**src/rtl/ebus_diag_sequencer_if.sv**
```systemverilog
// rtl/ebus_diag_sequencer_if.sv - requester and EBUS diagnostic signal bundle
interface ebus_diag_sequencer_if #(
   parameter int NREQ = 2
);
   logic [NREQ-1:0]    req_valid;
   logic [7*NREQ-1:0]  req_func;
   logic [NREQ-1:0]    req_write;
   logic [NREQ-1:0]    req_read;
   logic [18*NREQ-1:0] req_data;
   logic [NREQ-1:0]    req_ready;
   logic [NREQ-1:0]    req_done;
   logic [35:0]        rdata;
   logic [6:0]         ebus_ds;
   logic               ebus_diag_strobe;
   logic [17:0]        ebus_data_out;
   logic               ebus_driving;
   logic [35:0]        ebus_data_in;
   logic               busy;

   modport master (
      output req_valid, req_func, req_write, req_read, req_data, ebus_data_in,
      input  req_ready, req_done, rdata, ebus_ds, ebus_diag_strobe,
             ebus_data_out, ebus_driving, busy
   );

   modport slave (
      input  req_valid, req_func, req_write, req_read, req_data, ebus_data_in,
      output req_ready, req_done, rdata, ebus_ds, ebus_diag_strobe,
             ebus_data_out, ebus_driving, busy
   );
endinterface

```
**src/rtl/ebus_diag_sequencer.sv**
```systemverilog
// rtl/ebus_diag_sequencer.sv - round-robin owner of the EBUS diagnostic strobe lines
module ebus_diag_sequencer #(
   parameter int         NREQ           = 2,
   parameter int         STROBE_CYCLES  = 9,
   parameter int         RECOVER_CYCLES = 4,
   parameter logic [6:0] DS_IDLE        = 7'o000
) (
   input logic                  clk,
   input logic                  reset,
   ebus_diag_sequencer_if.slave bus
);
   localparam int MAX_CYCLES = (STROBE_CYCLES > RECOVER_CYCLES) ? STROBE_CYCLES : RECOVER_CYCLES;
   localparam int CW = $clog2(MAX_CYCLES + 1);
   localparam int IW = (NREQ > 1) ? $clog2(NREQ) : 1;
   localparam logic [CW-1:0] STROBE_LOAD  = CW'(STROBE_CYCLES - 1);
   localparam logic [CW-1:0] RECOVER_LOAD = CW'(RECOVER_CYCLES - 1);
   localparam logic [IW-1:0] LAST_INIT    = IW'(NREQ - 1);

   typedef enum logic [1:0] {IDLE, ASSERT, RECOVER} state_t;

   state_t          state_q, state_d;
   logic [CW-1:0]   cnt_q, cnt_d;
   logic [IW-1:0]   last_q, last_d;
   logic [IW-1:0]   idx_q, idx_d;
   logic            read_q, read_d;
   logic [6:0]      ds_q, ds_d;
   logic            strobe_q, strobe_d;
   logic            drive_q, drive_d;
   logic [17:0]     dout_q, dout_d;
   logic [NREQ-1:0] done_q, done_d;
   logic [35:0]     rdata_q, rdata_d;

   logic            grant_found;
   logic [IW-1:0]   grant_idx;
   logic [IW:0]     cand;
   logic [NREQ-1:0] ready_c;

   // Round-robin search starting just after the last accepted requester.
   always_comb begin
      grant_found = 1'b0;
      grant_idx   = '0;
      cand        = '0;
      for (int k = 0; k < NREQ; k++) begin
         cand = {1'b0, last_q} + (IW+1)'(k + 1);
         if (cand >= (IW+1)'(NREQ)) begin
            cand = cand - (IW+1)'(NREQ);
         end
         if (!grant_found && bus.req_valid[cand[IW-1:0]]) begin
            grant_found = 1'b1;
            grant_idx   = cand[IW-1:0];
         end
      end
   end

   always_comb begin
      ready_c = '0;
      if (state_q == IDLE && !reset && grant_found) begin
         ready_c[grant_idx] = 1'b1;
      end
   end

   always_comb begin
      state_d  = state_q;
      cnt_d    = cnt_q;
      last_d   = last_q;
      idx_d    = idx_q;
      read_d   = read_q;
      ds_d     = ds_q;
      strobe_d = strobe_q;
      drive_d  = drive_q;
      dout_d   = dout_q;
      done_d   = '0;
      rdata_d  = rdata_q;
      unique case (state_q)
         IDLE: begin
            if (grant_found) begin
               state_d  = ASSERT;
               cnt_d    = STROBE_LOAD;
               last_d   = grant_idx;
               idx_d    = grant_idx;
               read_d   = bus.req_read[grant_idx];
               ds_d     = bus.req_func[7*grant_idx +: 7];
               strobe_d = 1'b1;
               drive_d  = bus.req_write[grant_idx];
               dout_d   = bus.req_write[grant_idx] ? bus.req_data[18*grant_idx +: 18] : 18'd0;
            end
         end
         ASSERT: begin
            if (cnt_q == '0) begin
               // All EBUS lines drop together as the strobe ends.
               if (read_q) begin
                  rdata_d = bus.ebus_data_in;
               end
               state_d       = RECOVER;
               cnt_d         = RECOVER_LOAD;
               ds_d          = DS_IDLE;
               strobe_d      = 1'b0;
               drive_d       = 1'b0;
               dout_d        = 18'd0;
               done_d[idx_q] = 1'b1;
            end else begin
               cnt_d = cnt_q - 1'b1;
            end
         end
         RECOVER: begin
            if (cnt_q == '0) begin
               state_d = IDLE;
            end else begin
               cnt_d = cnt_q - 1'b1;
            end
         end
         default: begin
            state_d = IDLE;
         end
      endcase
   end

   always_ff @(posedge clk) begin
      if (reset) begin
         state_q  <= IDLE;
         cnt_q    <= '0;
         last_q   <= LAST_INIT;
         idx_q    <= '0;
         read_q   <= 1'b0;
         ds_q     <= DS_IDLE;
         strobe_q <= 1'b0;
         drive_q  <= 1'b0;
         dout_q   <= 18'd0;
         done_q   <= '0;
         rdata_q  <= 36'd0;
      end else begin
         state_q  <= state_d;
         cnt_q    <= cnt_d;
         last_q   <= last_d;
         idx_q    <= idx_d;
         read_q   <= read_d;
         ds_q     <= ds_d;
         strobe_q <= strobe_d;
         drive_q  <= drive_d;
         dout_q   <= dout_d;
         done_q   <= done_d;
         rdata_q  <= rdata_d;
      end
   end

   assign bus.req_ready        = ready_c;
   assign bus.req_done         = done_q;
   assign bus.rdata            = rdata_q;
   assign bus.ebus_ds          = ds_q;
   assign bus.ebus_diag_strobe = strobe_q;
   assign bus.ebus_data_out    = dout_q;
   assign bus.ebus_driving     = drive_q;
   assign bus.busy             = (state_q != IDLE);
endmodule

```
**src/flat_wrapper.sv**
```systemverilog
// flat-port wrapper written by rule: the top's interface ports become plain ports
module ebus_diag_sequencer_flat 
#(
   parameter int         NREQ           = 2,
   parameter int         STROBE_CYCLES  = 9,
   parameter int         RECOVER_CYCLES = 4,
   parameter logic [6:0] DS_IDLE        = 7'o000
)
  (clk, reset, bus_req_valid, bus_req_func, bus_req_write, bus_req_read, bus_req_data, bus_ebus_data_in, bus_req_ready, bus_req_done, bus_rdata, bus_ebus_ds, bus_ebus_diag_strobe, bus_ebus_data_out, bus_ebus_driving, bus_busy);
  ebus_diag_sequencer_if #(.NREQ(NREQ)) bus_i ();
  input logic clk;
  input logic reset;
  input wire logic [$bits(bus_i.req_valid)-1:0] bus_req_valid;
  input wire logic [$bits(bus_i.req_func)-1:0] bus_req_func;
  input wire logic [$bits(bus_i.req_write)-1:0] bus_req_write;
  input wire logic [$bits(bus_i.req_read)-1:0] bus_req_read;
  input wire logic [$bits(bus_i.req_data)-1:0] bus_req_data;
  input wire logic [$bits(bus_i.ebus_data_in)-1:0] bus_ebus_data_in;
  output wire logic [$bits(bus_i.req_ready)-1:0] bus_req_ready;
  output wire logic [$bits(bus_i.req_done)-1:0] bus_req_done;
  output wire logic [$bits(bus_i.rdata)-1:0] bus_rdata;
  output wire logic [$bits(bus_i.ebus_ds)-1:0] bus_ebus_ds;
  output wire logic [$bits(bus_i.ebus_diag_strobe)-1:0] bus_ebus_diag_strobe;
  output wire logic [$bits(bus_i.ebus_data_out)-1:0] bus_ebus_data_out;
  output wire logic [$bits(bus_i.ebus_driving)-1:0] bus_ebus_driving;
  output wire logic [$bits(bus_i.busy)-1:0] bus_busy;
  assign bus_i.req_valid = bus_req_valid;
  assign bus_i.req_func = bus_req_func;
  assign bus_i.req_write = bus_req_write;
  assign bus_i.req_read = bus_req_read;
  assign bus_i.req_data = bus_req_data;
  assign bus_i.ebus_data_in = bus_ebus_data_in;
  assign bus_req_ready = bus_i.req_ready;
  assign bus_req_done = bus_i.req_done;
  assign bus_rdata = bus_i.rdata;
  assign bus_ebus_ds = bus_i.ebus_ds;
  assign bus_ebus_diag_strobe = bus_i.ebus_diag_strobe;
  assign bus_ebus_data_out = bus_i.ebus_data_out;
  assign bus_ebus_driving = bus_i.ebus_driving;
  assign bus_busy = bus_i.busy;
  ebus_diag_sequencer #(.NREQ(NREQ), .STROBE_CYCLES(STROBE_CYCLES), .RECOVER_CYCLES(RECOVER_CYCLES), .DS_IDLE(DS_IDLE)) u_core (.clk(clk), .reset(reset), .bus(bus_i));
endmodule
```
**config.mk**
```make
export PLATFORM = sky130hd
export DESIGN_NAME = ebus_diag_sequencer_flat
export DESIGN_NICKNAME = d
export VERILOG_FILES = /design/src/rtl/ebus_diag_sequencer_if.sv /design/src/rtl/ebus_diag_sequencer.sv /design/src/flat_wrapper.sv
export SDC_FILE = /design/constraint.sdc
export NUM_CORES = 1
export LEC_CHECK = 0
export CAP_MARGIN = 5
export CORE_ASPECT_RATIO = 0.5
export CORE_MARGIN = 3
export CORE_UTILIZATION = 45
export CTS_BUF_LIST = sky130_fd_sc_hd__clkbuf_16
export CTS_CLUSTER_SIZE = 10
export DETAILED_ROUTE_END_ITERATION = 10
export DONT_BUFFER_PORTS = 1
export GPL_TIMING_DRIVEN = 1
export PLACE_DENSITY = 0.61
export SETUP_SLACK_MARGIN = 0.5
export SLEW_MARGIN = 20
export SYNTH_ARGS = -nofsm -noshare
export SYNTH_HDL_FRONTEND = slang
export SYNTH_SLANG_ARGS = --single-unit
```
**constraint.sdc**
```tcl
create_clock -name clk -period 2.2 [get_ports clk]
set_clock_uncertainty 0.2 [all_clocks]
set_input_delay 0.44 -clock clk [delete_from_list [all_inputs] [get_ports clk]]
set_output_delay 0.44 -clock clk [all_outputs]
set_load 0.01 [all_outputs]
```
# Word-level counts from Yosys, hierarchy flattened
# Cells that the tools add are included.
[classes] n_lt_le_gt_ge=8 multipliers=2 n_shift=2 n_reduce_logical=18 mux=39 n_eq_ne=6 add_sub_neg=5 bitwise=2
[op_table] cell="18-bit two-way mux" count=3
[op_table] cell="18-bit one-hot mux with 2 select lines" count=1
[op_table] cell="36-bit by 7-bit indexed part select with 18-bit output" count=1
[op_table] cell="1-bit two-way mux" count=19
[op_table] cell="7-bit two-way mux" count=2
[op_table] cell="7-bit one-hot mux with 2 select lines" count=1
[op_table] cell="14-bit by 5-bit indexed part select with 7-bit output" count=1
[op_table] cell="4-bit two-way mux" count=3
[op_table] cell="4-bit one-hot mux with 3 select lines" count=1
[op_table] cell="3-bit AND reduction" count=4
[op_table] cell="1-bit by 2-bit < comparator with 1-bit output (second input constant)" count=4
[op_table] cell="2-bit two-way mux" count=4
[op_table] cell="2-bit by 1-bit != test with 1-bit output (second input constant)" count=3
[op_table] cell="2-bit one-hot mux with 3 select lines" count=1
[op_table] cell="1-bit logical AND" count=5
[op_table] cell="4-bit by 1-bit multiplier with 5-bit output (first input constant)" count=1
[op_table] cell="2-bit greater-or-equal comparator (second input constant)" count=2
[op_table] cell="4-bit zero test" count=1
[op_table] cell="3-bit by 1-bit multiplier with 4-bit output (first input constant)" count=1
[op_table] cell="1-bit one-hot mux with 2 select lines" count=2
[op_table] cell="2-bit nonzero test" count=2
[op_table] cell="4-bit by 1-bit subtractor with 4-bit output (second input constant)" count=1
[op_table] cell="3-bit nonzero test" count=1
[op_table] cell="3-bit OR reduction" count=1
[op_table] cell="other kinds (12)" count=17
[word_totals] in_bits=94 elab_cells=93 regBits=74 output_inout_bits=68

# Longest topological paths before layout
# Gate-level depths: netlist of run 1.
[depth] depth_word=14 ltp_mapped=9 ltp_nobuf=6

# Worst setup path after synthesis of run 1
# Ideal clock, no wire load.
[synth_timing] path_kind="flip-flop to flip-flop" start="register u_core.state_q[0]" end="register u_core.dout_q[7], in the netlist u_core.bus.ebus_data_out[7]" t_required_ns=1.932 arrival_ns=2.006 setup_ns=0.068 period_less_slack_ns=2.274 path_buffers=3 path_stages_with_launch=10 slack_ns=-0.074 cell_sequence="dfxtp_1 > inv_1 > ha_1 > inv_2 > or4_4 > buf_6 > or2_1 > buf_6 > buf_12 > o2bb2ai_4"
[synth_via] elab_chain_cells=3
[synth_rtl] element="from (decl)" line="ebus_diag_sequencer.sv:21" source="state_t state_q, state_d;"
[synth_rtl] element="from (signal assigned)" line="ebus_diag_sequencer.sv:132" source="state_q <= state_d;"
[synth_rtl] element="2-bit by 1-bit == test with 1-bit output / 2-bit zero test (equally long branches)" line="ebus_diag_sequencer.sv:74" source="unique case (state_q)"
[synth_rtl] element="2-bit by 1-bit != test with 1-bit output (no line) / 2-bit nonzero test (equally long branches)"
[synth_rtl] element="3-bit AND reduction (no line)"
[synth_rtl] element="to (signal assigned)" line="ebus_diag_sequencer.sv:140" source="dout_q <= dout_d;"
[synth_rtl] element="to (decl)" line="ebus_diag_sequencer.sv:29" source="logic [17:0] dout_q, dout_d;"
# Parallel ways exist; a longest one is shown, timed or not.
# A chain may end at the register's enable or synchronous reset.

# Worst setup path after layout of run 1
[layout_timing] start="register u_core.state_q[1]" end="register u_core.dout_q[14], in the netlist u_core.bus.ebus_data_out[14]"
# Same word-level chain as after synthesis.

==> qor.csv, run 1 <==
metric,value,unit
status,"complete, but fails checks",
failed_checks,negative hold slack,
postRouteAntennaNets,0,
overflow,0,
io_pins,162,
pwr_density_cell,1140,nW/µm²
arrival,1990,ps
final_common_cell,dfxtp_1,
grt_pass1_wl,14000,µm
netlist_area,3090,µm²
tightest_slew,425,ps
synth-main-ff-cell,dfxtp_1,
critPathKind,reg -> reg,
drive_above_1_share,50.1,%
io_buffers,0,
rsz0062_at_grt,yes,
cp_common_cell,inv_4,
die_h,64.6,µm
synth_nets,425,
antenna_cells,0,
drt_wl_total,9450,µm
cts_tree,yes,
crit_required,2260,ps
path_cells,inv_4 > ha_4 > inv_4 > or4_4 > or2_4 > buf_8 > o2bb2ai_2,
ir_worst_vdd,588,µV
syn2layout_area_growth,52.4,%
synth_cells,325,
hold_class,in -> reg,
grt_usage,23.1,%
ys.warnings.count,0,
antenna_found_initial,0,
p_leak,1.72,nW
slowest_delay,470,ps
grt_pass1_vias,2634,
fmax,0.520,GHz
die_area,7960,µm²
setup_viol,0,
place_hpwl,5240,µm
clock_latency,340,ps
fin_crit_sh,87.4,%
wire_per_inst,20.9,µm
drv_slew,0,
route.detailed.drc,0,
clkTransAtPathRegs,50,ps
end_kind,register,
first_iter_violations,114,
nets,460,
grt_start_max_net_pins,53,
cap_viol_max_count,0,
clock-sinks,74,
clock-root-buffer,clkbuf_16,
drtPass1Iterations,4,
fin_tns_setup,0,ps
hold_viol,19,
fin_crit,1920,ps
start_kind,register,
multi_input_area,2120,µm²
gp_congestion,0.821,
fill_cells,394,
htreeDepth,3,
core_area,6360,µm²
relSlewSlack,71.6,%
power,5.35,mW
slowest_stage,or4_4,
die_x,123,µm
hold_ws,-30.6,ps
yosysUniqueCellTypes,41,
crit_fanout,6,
cts_buffers,9,
synthArstFlopShare,0,%
ys_ff_latch,74,
synth_edf_count,0,
via_per_inst,5.79,
start_util,48.6,%
yosysSeqAreaShare,47.9,%
final-seq-area,1490,µm²
layout_common_cells,"dfxtp_1 (70), nand2_1 (37), a21oi_2 (37)",
cts_buffer_depth,2,
avgSynthCellArea,9.51,µm²
vias,2624,
rows,20,
[timing repair]
| item | in CTS | in global routing |
|---|---|---|
| resized for setup | 98 | 66 |
| setup buffers | 22 | 2 |
| endpoints found under the hold margin | 45 | 45 |
| setup endpoints to repair | 70 | 71 |
| pin swaps | 45 | 28 |
| gates cloned | 12 | 1 |
[cell families after synthesis]
| logic type | Yosys count | synth area share [%] |
|---|---|---|
| muxes | 31 | 10.1 |
| and+or+nand+nor | 105 | 14.8 |
| adders and majority gates | 6 | 2.43 |
| AOI/OAI and AO/OA | 83 | 19.9 |
| buffers and inverters | 26 | 4.86 |
| DFF | 74 | 47.9 |
[per-layer routing]
metal	wire, µm	up-vias	GRT usage [%]	share of wire, %
li1	-	1224	-	-
met1	3520	1236	26.1	37
met2	4520	137	36.8	48
met3	1170	27	12.7	12
met4	231	0	8.69	2.4
met5	0	-	0	0
[sequential cells by signal, summed over array words and instances (netlist names)]
name,cells
u_core.bus.req_done,2
u_core.bus.ebus_driving,1
u_core.idx_q,1
u_core.bus.ebus_diag_strobe,1
u_core.read_q,1
u_core.bus.rdata,36
u_core.bus.ebus_data_out,18
u_core.cnt_q,4
u_core.last_q,1
u_core.state_q,2
u_core.bus.ebus_ds,7
[power by group]
part,internal (mW),switching [mW],total (mW)
logic,1.11,0.989,2.09
clock network,0.856,0.535,1.39
registers,1.57,0.298,1.87
[metrics by stage]
step | hold WS [ps] | std cells | worst slack, ps | area (µm²) | utilization (%)
2_1_floorplan | 217 | 325 | 119 | 3210 | -
3_3_place_gp | 238 | 400 | 226 | 3270 | 51.4
3_5_place_dp | 249 | 400 | 180 | 3270 | 51.4
4_1_cts | -40.9 | 450 | 264 | 4400 | 69.2
5_1_grt | -45.0 | 453 | 223 | 4710 | 74.2
6_report | -30.6 | 453 | 277 | 4710 | 74.2
[synthesized netlist by cell type (5+ instances only)]
| cell type | number | share of area (%) |
|---|---|---|
| nor2_1 | 10 | 1.2 |
| ha_1 | 6 | 2.4 |
| dfxtp_1 | 74 | 48 |
| clkbuf_1 | 9 | 1.1 |
| mux2i_1 | 30 | 9.7 |
| nor3b_1 | 5 | 1.2 |
| o2bb2ai_1 | 16 | 4.5 |
| a21oi_1 | 42 | 6.8 |
| nand2_1 | 75 | 9.1 |
| buf_2 | 5 | 0.81 |
| o2bb2ai_2 | 9 | 4.4 |
| o21ai_0 | 5 | 0.81 |
[worst paths after layout]
path	from	endpoint	slack, ps	cells past startpoint
worst min-delay path	reset	u_core.bus.rdata[25]	-30	1
worst min register to register	u_core.idx_q	u_core.bus.req_done[0]	260	1
worst max register to register	u_core.state_q[1]	u_core.bus.ebus_data_out[14]	280	7
worst max-delay path	u_core.state_q[1]	u_core.bus.ebus_data_out[14]	280	7
[layout make-up]
type                            instances  area share, %
Multi-Input combinational cell        225           45.0
Sequential cell                        74           31.6
Timing Repair Buffer                   45           14.5
Clock buffer                            9           4.78
Tap cell                               88           2.34
Clock inverter                          7           1.17
Inverter                                5          0.557
[worst max-delay path: cells and delay by family, from the launching register on]
kind | cells | cell delay (ps)
buffers and inverters | 3 | 280
AND/OR/NAND/NOR | 2 | 750
adder cells (fa/ha/maj) | 1 | 160
AO/OA/AOI/OAI | 1 | 110
flip-flops | 1 | 350
(Power assumes the default switching activity.)
==> run 2, diff against run 1 <==
clock period = 1.6 ns   (was 2.2 ns; I/O delays follow)
==> run 2 against run 1 <==
  * Non-clock buffer count up 54
  * Highest routed layer unchanged
  * Global-route usage up 2.5 points
  * Sequential power up 42%
  * Critical endpoint is now u_core.bus.ebus_data_out[6]
  * Combinational power up 78%
  * Flip-flop and latch count unchanged
  * Largest power group unchanged
  * The flow finishes with violations (negative hold slack, negative setup slack)
==> qor.csv, run 2 (synthesized netlist as in run 1, its figures left out) <==
metric,value,unit
fmax,0.513,GHz
grt_start_max_net_pins,53,
end_kind,register,
path_cells,inv_4 > ha_4 > inv_4 > or4_4 > or2_4 > buf_12 > o2bb2ai_1,
htreeDepth,3,
stdcell_area,5550,µm²
dpl-instance-area,3500,µm²
failed_checks,"negative hold slack, negative setup slack",
syn2layout_area_growth,79.6,%
via_per_inst,5.62,
startpoint,u_core.state_q[0],
drv_slew,0,
postRouteAntennaNets,0,
die_h,64.6,µm
rows,20,
grt_pass1_vias,3011,
start_kind,register,
layout_common_cells,"dfxtp_4 (58), nand2_4 (38), a21oi_2 (35)",
power,8.08,mW
gp_congestion,0.797,
fin_cells,505,
fin_ws,-351,ps
core_area,6360,µm²
nets,514,
antenna_found_initial,0,
die_area,7960,µm²
antenna_cells,0,
clock-root-buffer,clkbuf_16,
hold_class,in -> reg,
wire_per_inst,22.4,µm
ir_worst_vdd,857,µV
io_buffers,0,
critPathKind,reg -> reg,
critPathBufInv,3,
pwr_density_cell,1450,nW/µm²
die_x,123,µm
clkTransAtPathRegs,50,ps
drt_wl_total,11300,µm
crit_family,simple AND/OR/NAND/NOR gates,
fin_crit,1950,ps
place_hpwl,5530,µm
io_pins,162,
setup_viol,73,
start_util,48.6,%
crit_fanout,18,
min_from,reset,
slowest_stage,or4_4,
cap_viol_max_count,0,
hold_viol,47,
r2r-start,u_core.state_q[0],
cts_hold_buf,31,
hold_ws,-153,ps
slowest_delay,480,ps
clock_latency,330,ps
fin_crit_sh,122,%
p_leak,1.99,nW
cts_buffers,9,
clock-sinks,74,
grt_usage,25.6,%
cp_common_cell,inv_4,
route.detailed.drc,0,
rsz0062_at_grt,yes,
crit_required,1650,ps
grt_pass1_wl,15800,µm
arrival,2000,ps
relSlewSlack,79.6,%
first_iter_violations,104,
dp_cells,427,
drtPass1Iterations,4,
fin_util,87.4,%
overflow,0,
status,"complete, but fails checks",
cts_tree,yes,
drive_above_1_share,69.5,%
final_common_cell,dfxtp_4,
cts_buffer_depth,2,
tightest_slew,298,ps
largest_register_ffs,36,
vias,2837,
-- run 2: cell types whose count changed in the layout (fill, tap and decap cells not counted), moves of 8 or more --
cell	delta
dlygate4sd3_1	+31
dfxtp_1	-66
buf_4	+9
dfxtp_4	+56
dfxtp_2	+10
o2bb2ai_2	+8
buf_6	+15
-- run 2: area by class of cell --
class | count | area [µm²]
multi-input combinational | 225 | 2270
sequential | 74 | 1710
timing repair buffer | 99 | 1190
fill | 268 | 802
clock buffer | 9 | 225
tap | 88 | 110
inverter | 5 | 26.3
clock inverter | 5 | 18.8
-- run 2: repair_timing --
action	in CTS	in global routing
gates cloned	8	3
setup buffers	14	8
pin swaps	79	21
setup endpoints to repair	142	142
resized for setup	243	81
hold endpoints to repair	63	47
-- run 2: path summary, 6_finish.rpt --
kind                                                    end  slack, ps  depth (start not counted)
worst max-delay path            u_core.bus.ebus_data_out[6]       -350                          7
worst min register to register       u_core.bus.req_done[0]        270                          1
worst min-delay path                   u_core.bus.rdata[28]       -150                          1
worst max register to register  u_core.bus.ebus_data_out[6]       -350                          7
-- run 2: metal layers --
metal / part of all wire (%) / global-route usage, % / wire length (µm) / up-vias
met2: 52 / 45.0 / 5850 / 129
met1: 37 / 28.1 / 4230 / 1373
li1: - / - / - / 1320
met4: 1.3 / 7.31 / 143 / 0
met3: 9.8 / 11.3 / 1110 / 15
met5: 0 / 0 / 0 / -
-- run 2: through the flow --
step / setup TNS, ps / hold WS, ps / setup WS, ps
floorplan: -10890 / 217 / -478
global placement: -9080 / 193 / -263
detailed placement: -11210 / 194 / -341
CTS: -14090 / -167 / -309
global route: -21870 / -164 / -373
finish: -16860 / -153 / -351
-- run 2: power by group --
part	internal [mW]	total [mW]	switching (mW)
clock network	1.00	1.69	0.692
registers	2.21	2.65	0.442
logic	2.09	3.73	1.64
total	5.30	8.08	2.78
==> run 3, diff against run 2 <==
PLACE_DENSITY = not set   (was 0.61)
==> run 3 against run 2 <==
  * The run still ends with negative hold slack, negative setup slack left
  * Critical endpoint is now u_core.bus.ebus_data_out[4]
  * Critical path type unchanged
  * Via count is 0.70% higher
  * Die area stayed put
  * Power rose by 2.7%
  * Critical path depth down 1
  * Clock power up 21%
  * Cell count down 3.4%
  * Worst hold slack hardly changed
  * Maximum frequency rose by 1.1%
  * Setup slack better by 21 ps
  * Global-route usage grew 0.083 points
  * Combinational power shrank 3%
==> qor.csv, run 3 (synthesized netlist as in run 1, its figures left out) <==
metric,value,unit
gp_congestion,0.789,
ir_worst_vdd,963,µV
cts_hold_buf,16,
cts_buffer_depth,2,
startpoint,u_core.state_q[1],
hold_ws,-152,ps
r2r_cells,6,
hold_class,in -> reg,
drv_slew,0,
dpl-instance-area,3480,µm²
drive_above_1_share,75.3,%
io_buffers,0,
grt_pass1_wl,15500,µm
r2r_end,u_core.bus.ebus_data_out[4],
status,"complete, but fails checks",
slowest_stage,or4_4,
arrival,1990,ps
antenna_cells,0,
path_depth,6,
grt_start_max_net_pins,53,
htreeDepth,3,
regToRegSetupSlack,-330,ps
fin_util,88.0,%
p_comb_share,43.4,%
failed_checks,"negative hold slack, negative setup slack",
p_sw,2.79,mW
antenna_found_initial,0,
die_x,123,µm
postRouteAntennaNets,0,
rows,20,
layout_common_cells,"dfxtp_4 (51), nand2_4 (46), a21oi_2 (36)",
drtPass1Iterations,4,
die_h,64.6,µm
internal-power,5.51,mW
syn2layout_area_growth,80.9,%
io_pins,162,
final_common_cell,dfxtp_4,
core_area,6360,µm²
setup_viol,72,
clock-sinks,74,
swShare,33.6,%
vias,2857,
cts_tree,yes,
wire_per_inst,24.5,µm
crit_end,u_core.bus.ebus_data_out[4],
p_leak,2.15,nW
fin_tns_setup,-16590,ps
start_kind,register,
crit_family,simple AND/OR/NAND/NOR gates,
fin_crit,1930,ps
tightest_slew,366,ps
crit_required,1660,ps
pwr_density_cell,1480,nW/µm²
grt_pass1_vias,2959,
fin_ws,-330,ps
fmax,0.518,GHz
die_area,7960,µm²
largest_register_ffs,36,
place_hpwl,5430,µm
stdcell_area,5590,µm²
cts_buffers,9,
cap_viol_max_count,0,
clock-root-buffer,clkbuf_16,
grt_usage,25.7,%
clock_latency,330,ps
r2r-start,u_core.state_q[1],
hold_viol,47,
end_kind,register,
nets,496,
clkTransAtPathRegs,60,ps
slowest_delay,510,ps
crit_fanout,7,
critPathBufInv,2,
path_cells,inv_4 > ha_4 > or4_4 > or2_4 > buf_6 > o2bb2ai_2,
fin_crit_sh,121,%
route.detailed.drc,0,
first_iter_violations,136,
p_seq_share,32.0,%
clockPowerShare,24.6,%
drt_wl_total,12000,µm
via_per_inst,5.85,
relSlewSlack,74.9,%
start_util,48.6,%
overflow,0,
critPathKind,reg -> reg,
rsz0062_at_grt,yes,
-- run 3: changes by cell type in the layout (fill, tap and decap cells not counted), sizes merged --
| cell | change |
|---|---|
| buf | -5 |
| bufbuf | +2 |
| bufinv | +1 |
| clkbuf | +1 |
| clkinv | +1 |
| clkinvlp | +1 |
| dlygate4sd3 | -15 |
| inv | -3 |
-- run 3: worst min path at each step --
stage,from,to,cells after the start,slack (ps)
after floorplan,u_core.idx_q,u_core.bus.req_done[0],1,220
after global placement,reset,u_core.cnt_q[0],1,190
after detailed placement,reset,u_core.cnt_q[1],1,200
after CTS,reset,u_core.bus.rdata[35],1,-170
after global routing,reset,u_core.bus.rdata[28],1,-160
final,reset,u_core.bus.rdata[28],1,-150
-- run 3: cell type report --
| class | count | area (µm²) |
|---|---|---|
| Clock inverter | 5 | 52.6 |
| Fill cell | 277 | 763 |
| Clock buffer | 10 | 250 |
| Multi-Input combinational cell | 225 | 2330 |
| Inverter | 5 | 26.3 |
| Timing Repair Buffer | 81 | 1130 |
| Sequential cell | 74 | 1700 |
| Tap cell | 88 | 110 |
-- run 3: layer usage --
layer / GRT usage (%) / wire length (µm) / vias to the layer above
li1: - / - / 1290
met1: 27.5 / 4290 / 1369
met2: 48.4 / 6190 / 168
met3: 9.76 / 1120 / 30
met4: 5.10 / 350 / 0
met5: 0 / 0 / -
-- run 3: power by group through the flow --
| stage | logic [mW] | registers [mW] | clock network, mW |
|---|---|---|---|
| 2_1_floorplan | 1.38 | 2.50 | 0 |
| 3_3_place_gp | 1.95 | 2.56 | 0 |
| 3_5_place_dp | 2.02 | 2.56 | 0 |
| 4_1_cts | 3.09 | 2.61 | 2.03 |
| 5_1_grt | 3.83 | 2.69 | 2.14 |
| 6_report | 3.60 | 2.65 | 2.04 |
-- run 3: repair_timing --
action / 4_1_cts / 5_1_grt
endpoints found under the hold margin: 56 / 47
setup buffers: 15 / 2
cloned: 13 / 2
setup endpoints to repair: 142 / 142
resized for setup: 216 / 107
pin swaps: 55 / 62
-- run 3: through the flow --
step | setup slack [ps] | power, mW | cells
floorplan | -478 | 3.88 | 325
global placement | -288 | 4.51 | 425
detailed placement | -342 | 4.58 | 425
CTS | -319 | 7.73 | 484
global route | -367 | 8.66 | 488
finish | -330 | 8.30 | 488
